<file path="src/rtl/dcache_rob_rcv_pkg.sv">
// Shared dcache definitions: receiver FSM states, queue opcodes, CDB handshake
// bundle and wait-counter sizing.
package dcache_rob_rcv_pkg;

  typedef enum logic [1:0] {
    IDLE       = 2'd0,
    CDB_WAIT   = 2'd1,
    ST_CMPL    = 2'd2,
    FLUSH_WAIT = 2'd3
  } rcv_state_t;

  typedef enum logic [1:0] {
    LD    = 2'd0,
    ST    = 2'd1,
    FLUSH = 2'd2
  } dq_op_t;

  // Outgoing CDB handshake bundle (request side plus broadcast strobe).
  typedef struct packed {
    logic req;
    logic prio;
    logic valid;
  } cdb_hs_t;

  localparam int unsigned CNT_W = 8;

  // Classify a queue head; a flush wins over the store bit.
  function automatic dq_op_t head_op(input logic is_st, input logic is_flush);
    if (is_flush)   return FLUSH;
    else if (is_st) return ST;
    else            return LD;
  endfunction

endpackage

</file>
<file path="src/rtl/dcache_rob_rcv_sat_counter.sv">
// Saturating up-counter with synchronous clear.
module sat_counter #(
  parameter int unsigned WIDTH = 8
) (
  input  logic             clk,
  input  logic             rst,
  input  logic             clr,
  input  logic             inc,
  output logic [WIDTH-1:0] count
);

  // Clear has priority over increment; increment holds at all-ones.
  always_ff @(posedge clk) begin
    if (!rst)                        count <= '0;
    else if (clr)                    count <= '0;
    else if (inc && (count != '1))   count <= count + 1'b1;
  end

endmodule

</file>
<file path="src/rtl/dcache_rob_rcv.sv">
// ROB-side receiver for the dcache output queue: pops one completed memory
// operation at a time and retires it over the CDB, as a store completion, or
// through the flush handshake.
module dcache_rob_rcv
  import dcache_rob_rcv_pkg::*;
#(
  parameter int unsigned DATA_SIZE    = 32,
  parameter int unsigned OOO_TAG_SIZE = 10,
  parameter int unsigned OOO_ROB_SIZE = 10,
  parameter int unsigned PRIO_THRESH  = 8
) (
  input  logic                    clk,
  input  logic                    rst,
  input  logic                    resteer,
  input  logic                    valid_in,
  input  logic [31:0]             addr_in,
  input  logic [DATA_SIZE-1:0]    data_in,
  input  logic                    is_st_in,
  input  logic                    is_flush_in,
  input  logic [OOO_TAG_SIZE-1:0] tag_in,
  input  logic [OOO_ROB_SIZE-1:0] rob_line_in,
  output logic                    dealloc,
  output logic                    resteer_out,
  output logic                    cdb_req,
  output logic                    cdb_prio,
  input  logic                    cdb_gnt,
  output logic                    cdb_valid,
  output logic [OOO_TAG_SIZE-1:0] cdb_tag,
  output logic [DATA_SIZE-1:0]    cdb_data,
  output logic                    flush_req,
  input  logic                    flush_ack,
  output logic                    rob_cmpl_valid,
  output logic [OOO_ROB_SIZE-1:0] rob_cmpl_line,
  output logic [31:0]             rob_cmpl_addr,
  output logic                    rob_cmpl_is_st
);

  localparam logic [CNT_W-1:0] PRIO_CNT = CNT_W'(PRIO_THRESH);

  rcv_state_t state, state_nxt;

  logic [31:0]             hold_addr;
  logic [DATA_SIZE-1:0]    hold_data;
  logic                    hold_is_st;
  logic                    hold_is_flush;
  logic [OOO_TAG_SIZE-1:0] hold_tag;
  logic [OOO_ROB_SIZE-1:0] hold_line;

  logic [CNT_W-1:0] wait_cnt;
  cdb_hs_t          cdb_hs;

  assign dealloc     = (state == IDLE) & valid_in & ~resteer;
  assign resteer_out = resteer;

  assign cdb_req   = cdb_hs.req;
  assign cdb_prio  = cdb_hs.prio;
  assign cdb_valid = cdb_hs.valid;

  // CDB wait counter restarts on every pop and counts ungranted CDB_WAIT cycles.
  sat_counter #(
    .WIDTH (CNT_W)
  ) u_wait_cnt (
    .clk   (clk),
    .rst   (rst),
    .clr   (dealloc),
    .inc   ((state == CDB_WAIT) & ~cdb_gnt),
    .count (wait_cnt)
  );

  // State register.
  always_ff @(posedge clk) begin
    if (!rst) state <= IDLE;
    else      state <= state_nxt;
  end

  // Next state: resteer always returns to IDLE, dropping the held entry.
  always_comb begin
    state_nxt = state;
    case (state)
      IDLE: begin
        if (dealloc) begin
          case (head_op(is_st_in, is_flush_in))
            FLUSH:   state_nxt = FLUSH_WAIT;
            ST:      state_nxt = ST_CMPL;
            default: state_nxt = CDB_WAIT;
          endcase
        end
      end
      CDB_WAIT:   if (resteer || cdb_gnt)   state_nxt = IDLE;
      ST_CMPL:    state_nxt = IDLE;
      FLUSH_WAIT: if (resteer || flush_ack) state_nxt = IDLE;
      default:    state_nxt = IDLE;
    endcase
  end

  // Hold register captures the queue head on the popping edge.
  always_ff @(posedge clk) begin
    if (!rst) begin
      hold_addr     <= '0;
      hold_data     <= '0;
      hold_is_st    <= 1'b0;
      hold_is_flush <= 1'b0;
      hold_tag      <= '0;
      hold_line     <= '0;
    end else if (dealloc) begin
      hold_addr     <= addr_in;
      hold_data     <= data_in;
      hold_is_st    <= is_st_in;
      hold_is_flush <= is_flush_in;
      hold_tag      <= tag_in;
      hold_line     <= rob_line_in;
    end
  end

  // Outputs: all requests/strobes/payloads are zero unless driven by the
  // current state; a resteer or reset cycle suppresses every handshake.
  always_comb begin
    cdb_hs         = '0;
    cdb_tag        = '0;
    cdb_data       = '0;
    flush_req      = 1'b0;
    rob_cmpl_valid = 1'b0;
    rob_cmpl_line  = '0;
    rob_cmpl_addr  = '0;
    rob_cmpl_is_st = 1'b0;
    if (rst && !resteer) begin
      case (state)
        CDB_WAIT: begin
          cdb_hs.req  = 1'b1;
          cdb_hs.prio = (wait_cnt >= PRIO_CNT);
          if (cdb_gnt) begin
            cdb_hs.valid   = 1'b1;
            cdb_tag        = hold_tag;
            cdb_data       = hold_data;
            rob_cmpl_valid = 1'b1;
            rob_cmpl_line  = hold_line;
            rob_cmpl_addr  = hold_addr;
          end
        end
        ST_CMPL: begin
          rob_cmpl_valid = 1'b1;
          rob_cmpl_line  = hold_line;
          rob_cmpl_addr  = hold_addr;
          rob_cmpl_is_st = hold_is_st;
        end
        FLUSH_WAIT: begin
          flush_req = hold_is_flush;
          if (flush_ack) begin
            rob_cmpl_valid = 1'b1;
            rob_cmpl_line  = hold_line;
            rob_cmpl_addr  = hold_addr;
          end
        end
        default: ;
      endcase
    end
  end

endmodule

</file>
<file path="config.mk">
export PLATFORM = sky130hd
export DESIGN_NAME = dcache_rob_rcv
export DESIGN_NICKNAME = d
export VERILOG_FILES = /design/src/rtl/dcache_rob_rcv_pkg.sv /design/src/rtl/dcache_rob_rcv_sat_counter.sv /design/src/rtl/dcache_rob_rcv.sv
export SDC_FILE = /design/constraint.sdc
export NUM_CORES = 1
export LEC_CHECK = 0
export CAP_MARGIN = 0
export CORE_AREA = 2 2 104 106
export CTS_BUF_LIST = sky130_fd_sc_hd__clkbuf_16
export DETAILED_ROUTE_END_ITERATION = 7
export DIE_AREA = 0 0 106 108
export GPL_ROUTABILITY_DRIVEN = 1
export GPL_TIMING_DRIVEN = 0
export PLACE_DENSITY = 0.78
export REMOVE_ABC_BUFFERS = 1
export SETUP_SLACK_MARGIN = 0.1
export SYNTH_ARGS = -nofsm -noshare
export SYNTH_HDL_FRONTEND = slang
export SYNTH_SLANG_ARGS = --single-unit
</file>
<file path="constraint.sdc">
create_clock -name clk -period 2.2 [get_ports clk]
set_input_delay 0.22 -clock clk [delete_from_list [all_inputs] [get_ports clk]]
set_output_delay 0.22 -clock clk [all_outputs]
set_load 0.05 [all_outputs]
</file>
==> impl_metrics.yaml, run 1 <==
run_status:
  status: "completed"
clocking:
  cts_tree: "built"
  h-tree-depth: 3
  cts.sinks: 96
  cts_buffers: 9
  clock_path_buffers: 2
  clk_latency_ns: 0.33
  clk_pin_slew_worst_paths_ns: 0.06
  root_buffer: "clkbuf_16"
critical_path:
  cp_data_required_time_ns: 1.98
  rr_endpoint: "hold_addr[3]$_SDFFE_PN0P_"
  worst-path-buf-inv: 4
  crit_slowest_cell: "clkdlybuf4s50_1"
  cp_max_fo: 25
  crit_type: "input port to primary output"
  cp.depth: 5
  crit_arrival_ns: 1.83
  worstPathCellList: "clkdlybuf4s50_1 > or4b_4 > buf_16 > inv_16 > buf_6"
  regToRegSetupSlack_ns: 0.37
  cp_slowest_stage_delay_ns: 0.56
  r2r_cells: 5
  critPathTopFamily: "buffers and inverters"
  start_kind: "input port"
  r2r_start: "state[0]$_SDFFE_PN0P_"
  worst_setup_path_end_kind: "primary output"
floorplan:
  coreArea_um2: 10230
  initial_core_util_pct: 42.60
  rows: 37
  die_x_um: 106
  io_pins: 184
  die_area_um2: 11450
  die_y_um: 108
yosys:
  yosys-top-cells-area: "dfxtp_1 44%, nand2_1 15%, a21boi_0 12%, and2_1 6.3%, and3_1 6.3%"
  synth-main-ff-cell: "dfxtp_1"
  synth_xor_area_share_pct: 0.4020
  syn_avg_cell_area_um2: 7.952
  yosys.area.top_type_share_pct: 44.10
  syn_inst: 548
  synth.area.mux_share_pct: 0.4594
  synth_most_common_cell: "nand2_1"
  synth-simple-area-share_pct: 32.13
  yosys-top-cells-count: "179 x nand2_1, 96 x dfxtp_1, 67 x a21boi_0"
  synthAdderAreaFrac_pct: 0.5742
  synth-seq-area-share_pct: 44.10
  async_flop_share_pct: 0
  synth_edf_count: 0
  ys_warn_count: 0
  synth_top_family_by_area: "simple AND/OR/NAND/NOR gates"
  synth_compound_area_share_pct: 17.20
  synth.largest_area_cell: "dfxtp_1"
  synth_cell_type_count: 40
  synth_area_um2: 4358
  ys_seq_elements: 96
grt:
  grt_pass1_vias: 4138
  antenna_found_initial: 0
  grt_max_degree: 50
  grt_overflow: 0
  grt_usage_pct: 22.56
  grt_pass1_wl_um: 20620
sta:
  hold_violations: 0
  min_period_over_period_pct: 93.36
  max_freq_ghz: 0.4869
  finalSetupViolCount: 0
  skew_ns: 0.007206
  worstMarginPinSlew_ns: 0.4977
  finalMaxSlewViolations: 0
  fin_hold_ws_ns: 0.2475
  layout_setup_ws_ns: 0.1462
  maxSlewHeadroom_pct: 66.71
  finalCriticalPeriod_ns: 2.054
  rsz0062_at_grt: "true"
routing:
  drtPass1Iterations: 4
  drc: 0
  met1Wirelength_um: 5377
  route.met3.wl_um: 1099
  dr.max_layer_used: "met4"
  dr.first_iter.drc_count: 158
  vias_per_cell: 5.021
  met2_length_um: 6555
  wirelength_um: 13210
  vias: 4298
  wire_per_inst_um: 15.43
  postRouteAntennaNets: 0
hold_path:
  worstHoldEndpoint: "hold_addr[8]$_SDFFE_PN0P_"
  worstHoldStart: "rst"
  hp-class: "input port to flop"
  min_delay_path_depth: 2
cells_and_area:
  finalNetCount: 810
  final_util_pct: 63.29
  drive_above_1_share_pct: 18.47
  synthToLayoutAreaGrowth_pct: 48.58
  fin_cells: 856
  diodes: 0
place:
  place_ws_ns: -1.789
  dp_hpwl_um: 7714
  place_inst: 828
  io_buffers: 183
  gp_congestion: 0.7886
power_and_ir_drop:
  leakage_nw: 2.797
  p_per_area_nw_per_um2: 612.9
  irDropWorstVdd_mv: 0.3076
flow_run:
  max_cap_violations: 0
-- sequential cells by signal, indices dropped and copies added (netlist names) --
register          cells
hold_is_flush         1
hold_tag             10
u_wait_cnt.count      8
state                 2
hold_addr            32
hold_data            32
hold_line            10
hold_is_st            1
-- cell families after synthesis --
group                    Yosys count
buffers and inverters             50
AO/OA/AOI/OAI                    101
flip-flops                        96
adder cells (fa/ha/maj)            2
AND/OR/NAND/NOR                  295
multiplexers                       2
XOR/XNOR                           2
-- report_power, final --
part           switching, mW  internal, mW  leakage [nW]
combinational          0.235         0.257          1.86
clock                  0.640         0.985         0.149
sequential            0.0360          1.81         0.784
-- routing by layer --
| metal | vias up | track usage [%] |
|---|---|---|
| li1 | 2145 | - |
| met2 | 183 | 38.76 |
| met3 | 16 | 6.389 |
| met5 | - | 0 |
| met4 | 0 | 8.553 |
| met1 | 1954 | 26.92 |
-- cell usage in the layout (no fill, tap or decap), drive strengths merged, types with 2 or more instances in the layout --
cell,n
or4b,4
clkinv,3
nor3,6
nor4,2
nand2b,2
dfxtp,96
inv,8
a31oi,2
nor2,9
dlygate4sd2,5
and2,44
nand2,179
clkdlybuf4s50,89
buf,77
o21ai,3
mux2i,2
bufinv,2
nand3,2
clkdlybuf4s15,2
ha,2
and3,44
a21boi,87
a21oi,3
clkbuf,32
-- per-stage QoR --
stage	power (mW)	TNS, ns	instance area [µm²]
after floorplan	2.056	-207.69	4156
after global placement	2.317	-677.69	6158
after detailed placement	2.328	-171.71	6245
after CTS	3.998	0	6579
after global routing	4.134	0	6475
final	3.968	0	6475
-- worst max path at each step --
stage,startpoint,endpoint,slack [ns]
2_1_floorplan,state[0]$_SDFFE_PN0P_,rob_cmpl_addr[0],-1.59
3_3_place_gp,rst,rob_cmpl_valid,-5.01
3_5_place_dp,cdb_gnt,rob_cmpl_addr[13],-1.79
4_1_cts,state[0]$_SDFFE_PN0P_,rob_cmpl_addr[13],0.04
5_1_grt,state[0]$_SDFFE_PN0P_,rob_cmpl_addr[13],0.09
6_report,valid_in,dealloc,0.15
-- what timing repair did --
action                                  CTS  global route
endpoints found under the setup margin  184            78
pin swaps                                 3             2
setup buffers                             3             2
resized for setup                       328           132
hold buffers                              0             0
cloned                                    5             3
-- cell type report --
class / count / area, µm²
Sequential cell: 96 / 1929
Multi-Input combinational cell: 405 / 2276
Tap cell: 136 / 170.2
Inverter: 6 / 38.79
Clock buffer: 9 / 225.2
Clock inverter: 6 / 85.08
Timing Repair Buffer: 196 / 1733
Fill cell: 924 / 3756
Timing Repair inverter: 2 / 17.52
No activity file was read; power rests on OpenSTA's default activity.
==> inputs of run 2 (changes only) <==
REMOVE_ABC_BUFFERS = default   (was 1)
==> impl_metrics.yaml, run 2 (synthesis results as in run 1) <==
run_status:
  status: "completed"
floorplan:
  rows: 37
  initial_core_util_pct: 42.60
  die_x_um: 106
  die_y_um: 108
  io_pins: 184
  die_area_um2: 11450
  coreArea_um2: 10230
clocking:
  clk_pin_slew_worst_paths_ns: 0.07
  root_buffer: "clkbuf_16"
  cts.sinks: 96
  cts_hold_buf: 0
  cts_tree: "built"
  cts_buffers: 9
  h-tree-depth: 3
  clock_path_buffers: 2
  clk_latency_ns: 0.34
critical_path:
  start_kind: "flop"
  regToRegSetupSlack_ns: 0.33
  cp_data_required_time_ns: 1.98
  worst_setup_path_end_kind: "primary output"
  rr_endpoint: "hold_line[1]$_SDFFE_PN0P_"
  startpoint: "state[1]$_SDFFE_PN0P_"
  crit_type: "flop to primary output"
  crit_arrival_ns: 1.86
  cp_max_fo: 10
  r2r_cells: 7
  crit_end: "cdb_data[23]"
  r2r_start: "state[1]$_SDFFE_PN0P_"
routing:
  wire_per_inst_um: 14.66
  vias_per_cell: 4.968
  dr.first_iter.drc_count: 186
  vias: 4397
  wirelength_um: 12980
  postRouteAntennaNets: 0
  drtPass1Iterations: 4
  drc: 0
place:
  gp_congestion: 0.8433
  io_buffers: 182
  place_ws_ns: -1.133
  place_inst: 866
  dp_hpwl_um: 9476
cells_and_area:
  fin_cells: 885
  diodes: 0
  mostFrequentLayoutCells: "179 x nand2_1, 95 x dfxtp_1, 89 x clkdlybuf4s50_1, 67 x a21boi_0, 41 x buf_6"
  synthToLayoutAreaGrowth_pct: 54.38
  final_util_pct: 65.76
  layout.area.seq_um2: 1923
  final_common_cell: "nand2_1"
  nFillCells: 858
  largest_registers: "hold_addr (32), hold_data (32)"
  drive_above_1_share_pct: 21.09
  finalNetCount: 839
  multi_input_area_um2: 2286
hold_path:
  worstHoldStart: "addr_in[17]"
  hp-class: "input port to flop"
grt:
  grt_overflow: 0
  grt_pass1_wl_um: 19910
  grt_pass1_vias: 4197
  grt_max_degree: 16
  grt_usage_pct: 21.49
  antenna_found_initial: 0
sta:
  min_period_over_period_pct: 94.60
  worstMarginPinSlew_ns: 0.5511
  finalMaxSlewViolations: 0
  finalSetupViolCount: 0
  finalCriticalPeriod_ns: 2.081
  layout_setup_ws_ns: 0.1187
  skew_ns: 0.006226
  hold_violations: 0
  maxSlewHeadroom_pct: 63.20
  fin_hold_ws_ns: 0.4357
  rsz0062_at_grt: "true"
  max_freq_ghz: 0.4805
power_and_ir_drop:
  leakage_nw: 2.839
  finalPower_mw: 3.853
  p_per_area_nw_per_um2: 572.8
  irDropWorstVdd_mv: 0.4274
yosys:
  synth_nets: 642
flow_run:
  max_cap_violations: 0
[run 2: cell count changes in the layout (fill, tap and decap cells not counted), sizes merged]
cell / delta
or4b: -2
clkdlybuf4s15: +3
nor2: -1
buf: +10
dlygate4sd2: -2
dlymetal6s2s: +2
bufinv: -1
clkbuf: +21
inv: -1
[run 2: timing repair]
action,CTS,global route
setup buffers,3,1
gates resized for setup,495,109
endpoints found under the hold margin,0,0
pin swaps,2,2
endpoints found under the setup margin,91,76
[run 2: metrics by stage]
step	area [µm²]	TNS [ns]
global placement	6362	-85.28
floorplan	4370	0
global route	6728	0
finish	6728	0
CTS	6491	0
detailed placement	6362	-85.27
[run 2: area by class of cell]
| class | instances | area share [%] |
|---|---|---|
| Buffer | 44 | 3.813 |
| Clock buffer | 9 | 3.348 |
| Tap cell | 136 | 2.529 |
| Inverter | 6 | 0.4092 |
| Sequential cell | 96 | 28.58 |
| Timing Repair Buffer | 186 | 26.45 |
| Multi-Input combinational cell | 402 | 33.98 |
| Clock inverter | 6 | 0.8927 |
[run 2: layer usage]
metal	GRT usage (%)	share of wire, %	vias to the layer above
met2	36.73	49	162
met3	3.797	5.7	21
met1	27.39	44	2022
met4	7.707	2.0	0
li1	-	-	2192
met5	0	0	-
[run 2: where the power goes]
| part | total, mW | switching [mW] | leakage, nW | internal (mW) |
|---|---|---|---|---|
| sequential | 1.85 | 0.0349 | 0.783 | 1.82 |
| clock | 1.52 | 0.649 | 0.139 | 0.871 |
| combinational | 0.483 | 0.226 | 1.92 | 0.257 |
[run 2: worst min-delay path by stage]
stage	cells past startpoint	slack, ns	to
4_1_cts	3	0.42	hold_addr[15]$_SDFFE_PN0P_
6_report	3	0.44	hold_addr[17]$_SDFFE_PN0P_
5_1_grt	3	0.44	hold_addr[15]$_SDFFE_PN0P_
2_1_floorplan	2	0.35	hold_addr[12]$_SDFFE_PN0P_
3_5_place_dp	2	0.44	hold_addr[17]$_SDFFE_PN0P_
3_3_place_gp	2	0.44	hold_addr[25]$_SDFFE_PN0P_
[run 2: critical path: stages, from the launching register on]
cell and delay (ns):
dfxtp_1 0.31, buf_6 0.13, nand2b_4 0.16, nor2_4 0.24, buf_6 0.14, clkbuf_8 0.16
and3_1 0.21, buf_6 0.17
==> edit, RTL diff (flow settings as in run 1) <==
Reset style: asynchronous (`rst`), changed in 3 clocked blocks.
--- a/src/rtl/dcache_rob_rcv_sat_counter.sv
+++ b/src/rtl/dcache_rob_rcv_sat_counter.sv
@@ -11,5 +11,5 @@
 
   // Clear has priority over increment; increment holds at all-ones.
-  always_ff @(posedge clk) begin
+  always_ff @(posedge clk or negedge rst) begin
     if (!rst)                        count <= '0;
     else if (clr)                    count <= '0;
--- a/src/rtl/dcache_rob_rcv.sv
+++ b/src/rtl/dcache_rob_rcv.sv
@@ -69,5 +69,5 @@
 
   // State register.
-  always_ff @(posedge clk) begin
+  always_ff @(posedge clk or negedge rst) begin
     if (!rst) state <= IDLE;
     else      state <= state_nxt;
@@ -95,5 +95,5 @@
 
   // Hold register captures the queue head on the popping edge.
-  always_ff @(posedge clk) begin
+  always_ff @(posedge clk or negedge rst) begin
     if (!rst) begin
       hold_addr     <= '0;
Formal check against the unedited RTL: differs if rst is asserted again (counterexample within 4 cycles, from zero or initial values and one cycle with rst low); with rst held inactive, the same outputs for 4 cycles.
==> edit against run 1 <==
- wire length up 13%
- setup slack got worse by 0.047 ns
- first-iteration DRC count up 51%
- global-route usage is 2.2 points higher
- sequential share of layout area is 5.0 points higher
- final area rose by 6.6%
- sequential cell count is the same
- synthesized area is 2.1% higher
- count of clock-buffer cells in the layout did not move
- total power rose by 16%
- fmax shrank 2.2%
- critical path type is now reg2out
- largest power group unchanged
- highest routed layer unchanged
==> edit: results (changes against run 1) <==
* Outcome: finished, final reports clean
- The largest net degree at the start of global routing came to 55 (+10%).
- Predominant post-synthesis flop cell: dfrtp_1
* Number of warnings printed during yosys synthesis: 0 (unchanged)
* Number of nets in the final layout: 814 (+0.49%)
- The total wirelength of the detailed-routed design came to 14900 um (+13%).
- Switching power share of the total: 29.3% (+6.3 points)
- Global-route usage over all layers: 24.8% (+2.2 points)
- Per-cell via count in the routed design: 5.07 (+0.99%)
- Global-route wire length before repair: 22100 um (+7.1%)
* Detailed-router iteration count before antenna repair: 6 (+2)
- The number of stages on the worst hold path is 3 (+1).
- VDD IR max: 0.443 mV (+44%)
- Yosys cell types: 33 (-18%)
* Reg-to-reg critical path startpoint: state[1]
* Mapped Cells: 531 (-3.1%)
- For the worst-skew pair, the clock arrives at the later sink with an insertion delay of about 0.34 ns.
- The number of global-route vias before repair was 4432 (+7.1%).
- Start point of the critical path: state[0]
- The share of synthesized registers carrying an async set or reset is 100% (+100 points).
- The proportion of synthesized chip area in sequential cells is 54.0% (+9.9 points).
- Layout cells sized above 1: 20.4% (+1.9 points)
- The H-tree level count was 3 (unchanged).
* Worst-path maximum fanout: 23 (-8.0%)
- Detailed placement HPWL: 8140 um (+5.5%)
- In this run the critical register-to-register path is captured at hold_data[5].
* Leading cell types by total area after synthesis: dfrtp_1, nand2_1, and2_1, and3_1, clkbuf_1
- CP arrival: 1.88 ns (+0.05 ns)
- Setup slack of the most critical reg-to-reg path: 0.13 ns (-0.24 ns)
- Detailed router's first-iteration violation count: 238 (+51%)
* End point of the worst hold path: hold_data[1]
- Filler Cells Inserted: 842 (-8.9%)
* Final weighted congestion in routability-driven placement: 0.782 (-0.86%)
- The leakage dissipation came to 3.62 nW (+29%).
* Worst slew margin relative to its limit: 61.1% (-5.6 points)
[edit: worst max path at each step]
stage / end / cells after the start
finish: cdb_data[19] / 4
global route: cdb_tag[7] / 4
CTS: dealloc / 4
detailed placement: rob_cmpl_addr[13] / 6
global placement: rob_cmpl_addr[30] / 5
floorplan: u_wait_cnt.count[3] / 4
[edit: power groups by stage]
stage	registers, mW	clock network, mW	logic (mW)
after global placement	2.27	0	0.793
after global routing	2.29	1.49	1.05
after detailed placement	2.29	0	0.831
after CTS	2.26	1.43	0.905
final	2.26	1.40	0.950
after floorplan	2.23	0	0.459
[edit: layout make-up]
type                    instances  area [um^2]  share of cell area (%)
flip-flops and latches         96         2400                    34.8
clock inverters                 7         31.3                   0.453
inverters                       7         55.1                   0.798
repair buffers                206         2030                    29.5
well taps                     136          170                    2.47
repair inverters                2         27.5                   0.399
multi-input cells             398         1950                    28.3
clock buffers                   9          225                    3.26
[edit: through the flow]
stage               total power, mW  worst slack [ns]  utilization (%)  cells  hold WS, ns
global placement               3.06             -5.39             61.2    814        0.449
CTS                            4.59            0.0393             66.1    851        0.400
floorplan                      2.69             -2.20                -    495      -0.0756
finish                         4.61            0.0994             67.5    861        0.404
global route                   4.84            0.0518             67.5    861        0.411
detailed placement             3.12             -1.79             61.8    817        0.199
[edit: kinds of logic (layout without fill, tap and decap cells)]
group                      Yosys count  after routing  synth area share, %
adders and majority gates            2              2                0.562
buffers and inverters               43            231                 4.98
muxes                                1              1                0.253
and+or+nand+nor                    367            371                 37.0
DFF                                 96             96                 54.0
AOI/OAI and AO/OA                   22             24                 3.23
[edit: per-layer routing]
| metal | GRT usage (%) | wire (um) | up-vias |
|---|---|---|---|
| li1 | - | - | 2056 |
| met1 | 29.4 | 5960 | 2121 |
| met2 | 44.0 | 7580 | 160 |
| met3 | 5.67 | 1010 | 29 |
| met4 | 9.68 | 359 | 0 |
| met5 | 0 | 0 | - |
[edit: worst max-delay path, cell delays in order, from the launching register on]
cell and delay (ns):
dfrtp_2 0.39, buf_4 0.16, and3_4 0.36, and3_1 0.22, clkdlybuf4s15_2 0.38
[edit: timing repair]
item | in CTS | in global routing
buffers inserted | 7 | 6
hold endpoints to repair | 63 | 0
hold buffers | 4 | 0
resized for setup | 427 | 16
pin swaps | 4 | 3
setup endpoints to repair | 185 | 69
cloned | 7 | 4
